### src/rtl/mc_hs_controller.sv
// Multicycle RV32I control FSM. It inserts memory wait states through a ready handshake,
// traps on illegal opcodes or access timeouts, and counts retired instructions.
module mc_hs_controller #(
  parameter int TIMEOUT   = 16,
  parameter int CNT_W     = 8,
  parameter int INSTRET_W = 32
) (
  input  logic                 clk,
  input  logic                 reset,
  input  logic [31:0]          instruction,
  input  logic                 zero,
  input  logic                 negative,
  input  logic                 overflow,
  input  logic                 carry,
  input  logic                 mem_ready,
  output logic                 mem_req,
  output logic                 pc_write,
  output logic                 AdrSrc,
  output logic                 MemWrite,
  output logic                 IRWrite,
  output logic                 RegWrite,
  output logic [1:0]           ResultSrc,
  output logic [1:0]           ALUSrca,
  output logic [1:0]           ALUSrcb,
  output logic [3:0]           ALUControl,
  output logic                 trap,
  output logic [1:0]           trap_cause,
  output logic [INSTRET_W-1:0] instret,
  output logic [3:0]           state
);

  localparam logic [3:0] S_FETCH    = 4'd0;
  localparam logic [3:0] S_DECODE   = 4'd1;
  localparam logic [3:0] S_MEMADR   = 4'd2;
  localparam logic [3:0] S_MEMREAD  = 4'd3;
  localparam logic [3:0] S_MEMWB    = 4'd4;
  localparam logic [3:0] S_MEMWRITE = 4'd5;
  localparam logic [3:0] S_EXECR    = 4'd6;
  localparam logic [3:0] S_EXECI    = 4'd7;
  localparam logic [3:0] S_ALUWB    = 4'd8;
  localparam logic [3:0] S_JAL      = 4'd9;
  localparam logic [3:0] S_JALR     = 4'd10;
  localparam logic [3:0] S_JALR2    = 4'd11;
  localparam logic [3:0] S_BRANCH   = 4'd12;
  localparam logic [3:0] S_LUI      = 4'd13;
  localparam logic [3:0] S_AUIPC    = 4'd14;
  localparam logic [3:0] S_TRAP     = 4'd15;

  localparam logic [3:0] ALU_ADD  = 4'b0000;
  localparam logic [3:0] ALU_SUB  = 4'b0001;
  localparam logic [3:0] ALU_AND  = 4'b0010;
  localparam logic [3:0] ALU_OR   = 4'b0011;
  localparam logic [3:0] ALU_XOR  = 4'b0100;
  localparam logic [3:0] ALU_SLL  = 4'b0101;
  localparam logic [3:0] ALU_SRL  = 4'b0110;
  localparam logic [3:0] ALU_SRA  = 4'b0111;
  localparam logic [3:0] ALU_SLT  = 4'b1000;
  localparam logic [3:0] ALU_SLTU = 4'b1001;

  localparam logic [6:0] OP_LOAD   = 7'b0000011;
  localparam logic [6:0] OP_STORE  = 7'b0100011;
  localparam logic [6:0] OP_RTYPE  = 7'b0110011;
  localparam logic [6:0] OP_ITYPE  = 7'b0010011;
  localparam logic [6:0] OP_JAL    = 7'b1101111;
  localparam logic [6:0] OP_JALR   = 7'b1100111;
  localparam logic [6:0] OP_BRANCH = 7'b1100011;
  localparam logic [6:0] OP_LUI    = 7'b0110111;
  localparam logic [6:0] OP_AUIPC  = 7'b0010111;

  localparam logic [1:0] CAUSE_ILLEGAL = 2'b01;
  localparam logic [1:0] CAUSE_TIMEOUT = 2'b10;

  logic [3:0]           state_r;
  logic [3:0]           next_state_s;
  logic [CNT_W-1:0]     wait_cnt_r;
  logic [INSTRET_W-1:0] instret_r;
  logic                 trap_r;
  logic [1:0]           trap_cause_r;
  logic [1:0]           next_cause_s;
  logic [6:0]           opcode_s;
  logic [2:0]           funct3_s;
  logic                 funct7b5_s;
  logic                 mem_state_s;
  logic                 timeout_s;
  logic                 retire_s;
  logic                 branch_bad_s;
  logic                 unused_instr_s;

  logic                 mem_req_s;
  logic                 pc_write_s;
  logic                 adr_src_s;
  logic                 mem_write_s;
  logic                 ir_write_s;
  logic                 reg_write_s;
  logic [1:0]           result_src_s;
  logic [1:0]           alu_src_a_s;
  logic [1:0]           alu_src_b_s;
  logic [3:0]           alu_control_s;

  function automatic logic [3:0] alu_decode(input logic [2:0] f3, input logic sub_en,
                                            input logic sra_en);
    logic [3:0] op;
    case (f3)
      3'b000:  op = sub_en ? ALU_SUB : ALU_ADD;
      3'b001:  op = ALU_SLL;
      3'b010:  op = ALU_SLT;
      3'b011:  op = ALU_SLTU;
      3'b100:  op = ALU_XOR;
      3'b101:  op = sra_en ? ALU_SRA : ALU_SRL;
      3'b110:  op = ALU_OR;
      3'b111:  op = ALU_AND;
      default: op = ALU_ADD;
    endcase
    return op;
  endfunction

  // carry=1 means no borrow, so unsigned less-than is !carry
  function automatic logic branch_taken(input logic [2:0] f3, input logic z, input logic n,
                                        input logic v, input logic c);
    logic t;
    case (f3)
      3'b000:  t = z;
      3'b001:  t = ~z;
      3'b100:  t = n ^ v;
      3'b101:  t = ~(n ^ v);
      3'b110:  t = ~c;
      3'b111:  t = c;
      default: t = 1'b0;
    endcase
    return t;
  endfunction

  assign opcode_s       = instruction[6:0];
  assign funct3_s       = instruction[14:12];
  assign funct7b5_s     = instruction[30];
  assign unused_instr_s = ^{instruction[31], instruction[29:15], instruction[11:7]};
  assign branch_bad_s   = (funct3_s == 3'b010) || (funct3_s == 3'b011);
  assign mem_state_s    = (state_r == S_FETCH) || (state_r == S_MEMREAD) ||
                          (state_r == S_MEMWRITE);
  assign timeout_s      = (TIMEOUT != 0) && !mem_ready &&
                          (wait_cnt_r == CNT_W'(TIMEOUT));
  assign retire_s       = (next_state_s == S_FETCH) &&
                          ((state_r == S_MEMWB) || (state_r == S_MEMWRITE) ||
                           (state_r == S_ALUWB) || (state_r == S_BRANCH));

  // Next-state and trap-cause selection.
  always_comb begin
    next_state_s = state_r;
    next_cause_s = trap_cause_r;
    case (state_r)
      S_FETCH, S_MEMREAD, S_MEMWRITE: begin
        if (mem_ready) begin
          if (state_r == S_FETCH) begin
            next_state_s = S_DECODE;
          end else if (state_r == S_MEMREAD) begin
            next_state_s = S_MEMWB;
          end else begin
            next_state_s = S_FETCH;
          end
        end else if (timeout_s) begin
          next_state_s = S_TRAP;
          next_cause_s = CAUSE_TIMEOUT;
        end else begin
          next_state_s = state_r;
        end
      end
      S_DECODE: begin
        case (opcode_s)
          OP_LOAD, OP_STORE: next_state_s = S_MEMADR;
          OP_RTYPE:          next_state_s = S_EXECR;
          OP_ITYPE:          next_state_s = S_EXECI;
          OP_JAL:            next_state_s = S_JAL;
          OP_JALR:           next_state_s = S_JALR;
          OP_BRANCH:         next_state_s = S_BRANCH;
          OP_LUI:            next_state_s = S_LUI;
          OP_AUIPC:          next_state_s = S_AUIPC;
          default: begin
            next_state_s = S_TRAP;
            next_cause_s = CAUSE_ILLEGAL;
          end
        endcase
      end
      S_MEMADR: begin
        if (opcode_s[5]) begin
          next_state_s = S_MEMWRITE;
        end else begin
          next_state_s = S_MEMREAD;
        end
      end
      S_MEMWB:                   next_state_s = S_FETCH;
      S_EXECR, S_EXECI:          next_state_s = S_ALUWB;
      S_ALUWB:                   next_state_s = S_FETCH;
      S_JAL, S_JALR2:            next_state_s = S_ALUWB;
      S_JALR:                    next_state_s = S_JALR2;
      S_LUI, S_AUIPC:            next_state_s = S_ALUWB;
      S_BRANCH: begin
        if (branch_bad_s) begin
          next_state_s = S_TRAP;
          next_cause_s = CAUSE_ILLEGAL;
        end else begin
          next_state_s = S_FETCH;
        end
      end
      S_TRAP:                    next_state_s = S_TRAP;
      default:                   next_state_s = S_FETCH;
    endcase
  end

  // Moore output decode; only IRWrite/FETCH pc_write and BRANCH pc_write look at inputs.
  always_comb begin
    mem_req_s     = 1'b0;
    pc_write_s    = 1'b0;
    adr_src_s     = 1'b0;
    mem_write_s   = 1'b0;
    ir_write_s    = 1'b0;
    reg_write_s   = 1'b0;
    result_src_s  = 2'b00;
    alu_src_a_s   = 2'b00;
    alu_src_b_s   = 2'b00;
    alu_control_s = ALU_ADD;
    case (state_r)
      S_FETCH: begin
        mem_req_s    = 1'b1;
        alu_src_b_s  = 2'b10;
        result_src_s = 2'b10;
        ir_write_s   = mem_ready;
        pc_write_s   = mem_ready;
      end
      S_DECODE: begin
        alu_src_a_s = 2'b01;
        alu_src_b_s = 2'b01;
      end
      S_MEMADR: begin
        alu_src_a_s = 2'b10;
        alu_src_b_s = 2'b01;
      end
      S_MEMREAD: begin
        mem_req_s = 1'b1;
        adr_src_s = 1'b1;
      end
      S_MEMWB: begin
        result_src_s = 2'b01;
        reg_write_s  = 1'b1;
      end
      S_MEMWRITE: begin
        mem_req_s   = 1'b1;
        adr_src_s   = 1'b1;
        mem_write_s = 1'b1;
      end
      S_EXECR: begin
        alu_src_a_s   = 2'b10;
        alu_control_s = alu_decode(funct3_s, funct7b5_s, funct7b5_s);
      end
      S_EXECI: begin
        alu_src_a_s   = 2'b10;
        alu_src_b_s   = 2'b01;
        alu_control_s = alu_decode(funct3_s, 1'b0, funct7b5_s);
      end
      S_ALUWB:  reg_write_s = 1'b1;
      S_JAL, S_JALR2: begin
        alu_src_a_s = 2'b01;
        alu_src_b_s = 2'b10;
        pc_write_s  = 1'b1;
      end
      S_JALR: begin
        alu_src_a_s = 2'b10;
        alu_src_b_s = 2'b01;
      end
      S_BRANCH: begin
        alu_src_a_s   = 2'b10;
        alu_control_s = ALU_SUB;
        pc_write_s    = branch_taken(funct3_s, zero, negative, overflow, carry);
      end
      S_LUI: begin
        alu_src_a_s = 2'b11;
        alu_src_b_s = 2'b01;
      end
      S_AUIPC: begin
        alu_src_a_s = 2'b01;
        alu_src_b_s = 2'b01;
      end
      S_TRAP:   mem_req_s = 1'b0;
      default:  mem_req_s = 1'b0;
    endcase
  end

  // State register and sticky trap status.
  always_ff @(posedge clk) begin
    if (reset) begin
      state_r      <= S_FETCH;
      trap_r       <= 1'b0;
      trap_cause_r <= 2'b00;
    end else begin
      state_r <= next_state_s;
      if (next_state_s == S_TRAP) begin
        trap_r       <= 1'b1;
        trap_cause_r <= next_cause_s;
      end
    end
  end

  // Per-access wait counter: cleared on every state change, saturating while memory stalls.
  always_ff @(posedge clk) begin
    if (reset) begin
      wait_cnt_r <= '0;
    end else if (next_state_s != state_r) begin
      wait_cnt_r <= '0;
    end else if (mem_state_s && !mem_ready && (wait_cnt_r != '1)) begin
      wait_cnt_r <= wait_cnt_r + CNT_W'(1);
    end
  end

  // Retired-instruction counter, wraps naturally.
  always_ff @(posedge clk) begin
    if (reset) begin
      instret_r <= '0;
    end else if (retire_s) begin
      instret_r <= instret_r + INSTRET_W'(1);
    end
  end

  assign mem_req    = mem_req_s   & ~reset;
  assign pc_write   = pc_write_s  & ~reset;
  assign MemWrite   = mem_write_s & ~reset;
  assign IRWrite    = ir_write_s  & ~reset;
  assign RegWrite   = reg_write_s & ~reset;
  assign AdrSrc     = adr_src_s;
  assign ResultSrc  = result_src_s;
  assign ALUSrca    = alu_src_a_s;
  assign ALUSrcb    = alu_src_b_s;
  assign ALUControl = alu_control_s;
  assign trap       = trap_r;
  assign trap_cause = trap_cause_r;
  assign instret    = instret_r;
  assign state      = state_r;

endmodule

### config.mk
export PLATFORM = sky130hd
export DESIGN_NAME = mc_hs_controller
export DESIGN_NICKNAME = d
export VERILOG_FILES = /design/src/rtl/mc_hs_controller.sv
export SDC_FILE = /design/constraint.sdc
export NUM_CORES = 1
export LEC_CHECK = 0
export BUFFER_PORTS_ARGS = -buffer_cell sky130_fd_sc_hd__clkbuf_2
export CAP_MARGIN = 20
export CELL_PAD_IN_SITES_DETAIL_PLACEMENT = 0
export CELL_PAD_IN_SITES_GLOBAL_PLACEMENT = 1
export CORE_UTILIZATION = 41
export DETAILED_ROUTE_END_ITERATION = 12
export PLACE_DENSITY = 0.95
export SETUP_SLACK_MARGIN = 0.02
export SLEW_MARGIN = 20
export SYNTH_ARGS = -nofsm -noshare
export SYNTH_HDL_FRONTEND = slang
export SYNTH_SLANG_ARGS = --single-unit
### constraint.sdc
create_clock -name clk -period 5.85 [get_ports clk]
set_input_delay 0.2925 -clock clk [delete_from_list [all_inputs] [get_ports clk]]
set_output_delay 0.2925 -clock clk [all_outputs]
set_load 0.01 [all_outputs]
==> results.txt <==
----------------------------------------------------
[Run status]
  Status ... finished clean

[Setup path]
  Crit path arrival time ... ~3500 ps
  Critical path cell sequence ... or4b_4 > o311ai_4 > mux2i_1 > nand4_1 > nor2_1
  Endpoint of the most critical register-to-register path ... wait_cnt_r[5]
  Crit end category ... flip-flop
  Critical path depth in cells ... 5
  R2R setup slack ... 2610 ps
  Sort of element at the start of the critical path ... flip-flop
  Startpoint of the worst register-to-register path ... state[0]
  Total buffers and inverters traversed by the critical path ... 0
  Max incr delay on CP ... a little over 1000 ps
  Slowest library cell on the worst path ... dfxtp_1
  Top cell family by delay on the critical path ... simple AND/OR/NAND/NOR gates
  Worst Reg-to-Reg Cells ... 5
  Worst Path Class, Setup ... flip-flop to flip-flop
  Worst EP required ... a little over 6000 ps
  CP max FO ... 28

[Timing]
  Total Neg Setup Slack ... 0 ps
  Final clock skew ... 8.959 ps
  RSZ-0062 raised after global routing ... no
  Endpoints failing setup ... 0
  Relative slew margins ... 0.3157
  Upper clock frequency limit ... 309.0 MHz
  Period utilisation layout ... 0.5532
  Slew at the pin with the worst max-slew slack ... 1025 ps
  Final worst hold slack ... between 400 and 500 ps
  Final Hold Viols ... 0
  Clock period minus worst slack ... 3236 ps
  Max-slew violation count ... 0

[Detailed routing]
  WL final ... 8304 um
  Vias ... 3227
  Drt wl/cell ... 14.80 um
  Routed wl met3 ... a little under 300 um
  Routed metal-1 wirelength ... a little under 4000 um
  Met2 routed wirelength ... between 3000 and 4000 um
  Vias per Instance ... roughly 5.8
  Count of routing violations after the opening detailed-route iteration ... 240
  DRC violation count after routing ... 0
  Antenna Violating Nets Remaining ... 0
  Uppermost signal routing layer after detailed routing ... met4
  Pre-Repair DR Iteration Count ... 4

[Power]
  Internal Dissipation ... between 600 and 700 uW
  Relative contribution of combinational cells to total power ... 0.486
  Maximum resistive drop on vdd ... between 0.2 and 0.3 mV
  Share of power burned in the clock network ... 0.181
  Fraction of power consumed by sequential logic ... 0.334
  PD cells ... 323.6 mW/mm^2
  Share of total power consumed by net switching ... 0.4446
  Lkg Pwr ... between 1 and 1.5 nW
  Switching power summed over all nets ... about 530 uW

[Synthesis]
  Number of storage elements in the synthesis netlist ... 47
  Syn Nets ... between 400 and 500
  Post-synthesis async set-or-reset flop share ... 0
  Dominant cells by area after synthesis ... dfxtp_1 (29%), nor2_1 (4.8%), xnor2_1 (4.8%)
  Synth Cell Area ... ~0.0033 sq mm
  Part of the Yosys area used for sequential elements ... 0.2874
  Top cell type's share of synthesized area ... 0.2874
  Most used DFF post-synth ... dfxtp_1
  Gate count of the mapped netlist ... between 400 and 500
  Yosys warning total ... 0
  Per-instance average area after synthesis ... between 8 and 9 sq um
  Number of distinct library cells after synthesis ... 71
  Dominant cell type by area after synthesis ... dfxtp_1
  Post-synth EDFFs ... 0

[Global routing]
  Overall track demand over capacity in global routing ... 0.2028
  Antenna violations before repair ... 0
  Vias in the first global route ... approximately 2900
  GRT overflow ... 0
  Maximum number of pins on one net before global-route repair ... 40
  Global-route wire length before repair ... 13920 um

[Clock tree]
  Cell at the root of the clock tree ... clkbuf_8
  Bufs on Longest Clock Path ... 2
  Post-cts repair resize count ... 0
  Clock tree sinks ... 47
  Setup fix buffers added after clock tree synthesis ... 0
  Clock tree from TritonCTS ... built
  Number of levels the H-tree was split into ... 2
  Number of buffers inserted during clock tree synthesis ... 5
  Register clock-pin slew on the reported worst setup and hold paths ... roughly 90 ps
  Cts hold-fix bufs ... 0
  Worst-skew pair later-pin latency ... roughly 300 ps

[Layout]
  Sequential standard cell area ... about 940 sq um
  Post-layout net count ... 500
  Fraction of final layout cells with drive strength greater than 1 ... 0.2179
  Most frequent cells in the layout ... clkbuf_2 (72), dfxtp_1 (47), nor2_1 (42), nand2_1 (25), a21oi_1 (25)
  Area added between synthesis and finish ... 13.37%
  Layout filler cell count ... 768
  Area of the multi-input gates ... roughly 0.0021 sq mm
  Most common library cell in the layout ignoring fill and taps ... clkbuf_2
  Number of antenna repair diodes ... 0

[Job]
  Number of maximum-capacitance constraint violations ... 0

[Die]
  Core ar. ... a little under 0.008 sq mm
  Die Y ... 91.37 um
  Number of I/O pins ... 94
  Initial cell density of the core ... 0.4237
  Die outline area ... around 0.0083 sq mm
  Number of standard-cell rows in the floorplan ... 32
  Die width ... between 90 and 100 um

[Place]
  HPWL after detailed placement ... 6032 um
  Weighted congestion reported at the end of routability-driven placement ... 0.9275
  Count of input and output buffers ... a little over 70

[Hold path]
  Hold path endpoint ... trap
  Min-delay worst type ... flip-flop to flip-flop
  Cell depth of the worst hold path ... 1
  Start point of the worst hold path ... trap

----------------------------------------------------
[power by group through the flow]
stage	Sequential, mW	Combinational (mW)	Clock (mW)
floorplan	0.372	0.495	0
global placement	0.405	0.568	0
detailed placement	0.407	0.579	0
CTS	0.399	0.582	0.221
global route	0.407	0.650	0.232
finish	0.401	0.584	0.217
[cells in the mapped netlist, types with 7 or more instances]
library cell,count
mux2i_1,9
o31ai_1,9
or4_1,8
o21a_1,9
buf_2,7
nand4_1,14
o21ai_0,18
nand2b_1,8
inv_1,12
a21oi_1,25
nor2_1,42
nor3_1,10
nand2_1,25
dfxtp_1,47
clkbuf_1,8
nand3_1,16
xnor2_1,18
[how the worst max path moves through the flow]
stage,end,from,slack (ps)
global route,wait_cnt_r[6],state[0],2350
CTS,wait_cnt_r[7],state[0],2670
finish,wait_cnt_r[5],state[0],2610
floorplan,instret[19],wait_cnt_r[0],3630
global placement,wait_cnt_r[6],state[0],2730
detailed placement,wait_cnt_r[5],state[0],2660
[cells by family after synthesis]
| family | after synthesis | share of synthesized area |
|---|---|---|
| mux | 9 | 0.02751 |
| xor+xnor | 24 | 0.06420 |
| compound gates | 105 | 0.2335 |
| simple gates | 175 | 0.3068 |
| flops | 47 | 0.2874 |
| buf+inv | 39 | 0.06305 |
| fa+ha+maj | 5 | 0.01758 |
[per-stage QoR]
stage	cells	util	worst slack (ps)	power, mW	instance area (sq um)
floorplan	404	-	3629	0.8669	3274
global placement	553	0.4675	2727	0.9734	3612
detailed placement	553	0.4675	2664	0.9863	3612
CTS	561	0.4804	2667	1.202	3712
global route	561	0.4804	2349	1.289	3712
finish	561	0.4804	2614	1.201	3712
[registers in the layout (all words and copies together) (netlist names)]
signal,flops
instret,32
wait_cnt_r,8
trap,1
trap_cause,2
state,4
[metal layers]
layer	vias up	global-route usage
met3	10	0.03015
met2	70	0.3327
met1	1541	0.2775
met5	-	0
met4	0	0.05291
li1	1606	-
[area by class of cell]
cell class | count | share of cell area
sequential | 47 | 0.2535
multi-input combinational | 318 | 0.5730
inverter | 13 | 0.01314
clock buffer | 8 | 0.02696
tap | 102 | 0.03438
timing repair buffer | 73 | 0.09909
(Power assumes the default switching activity.)
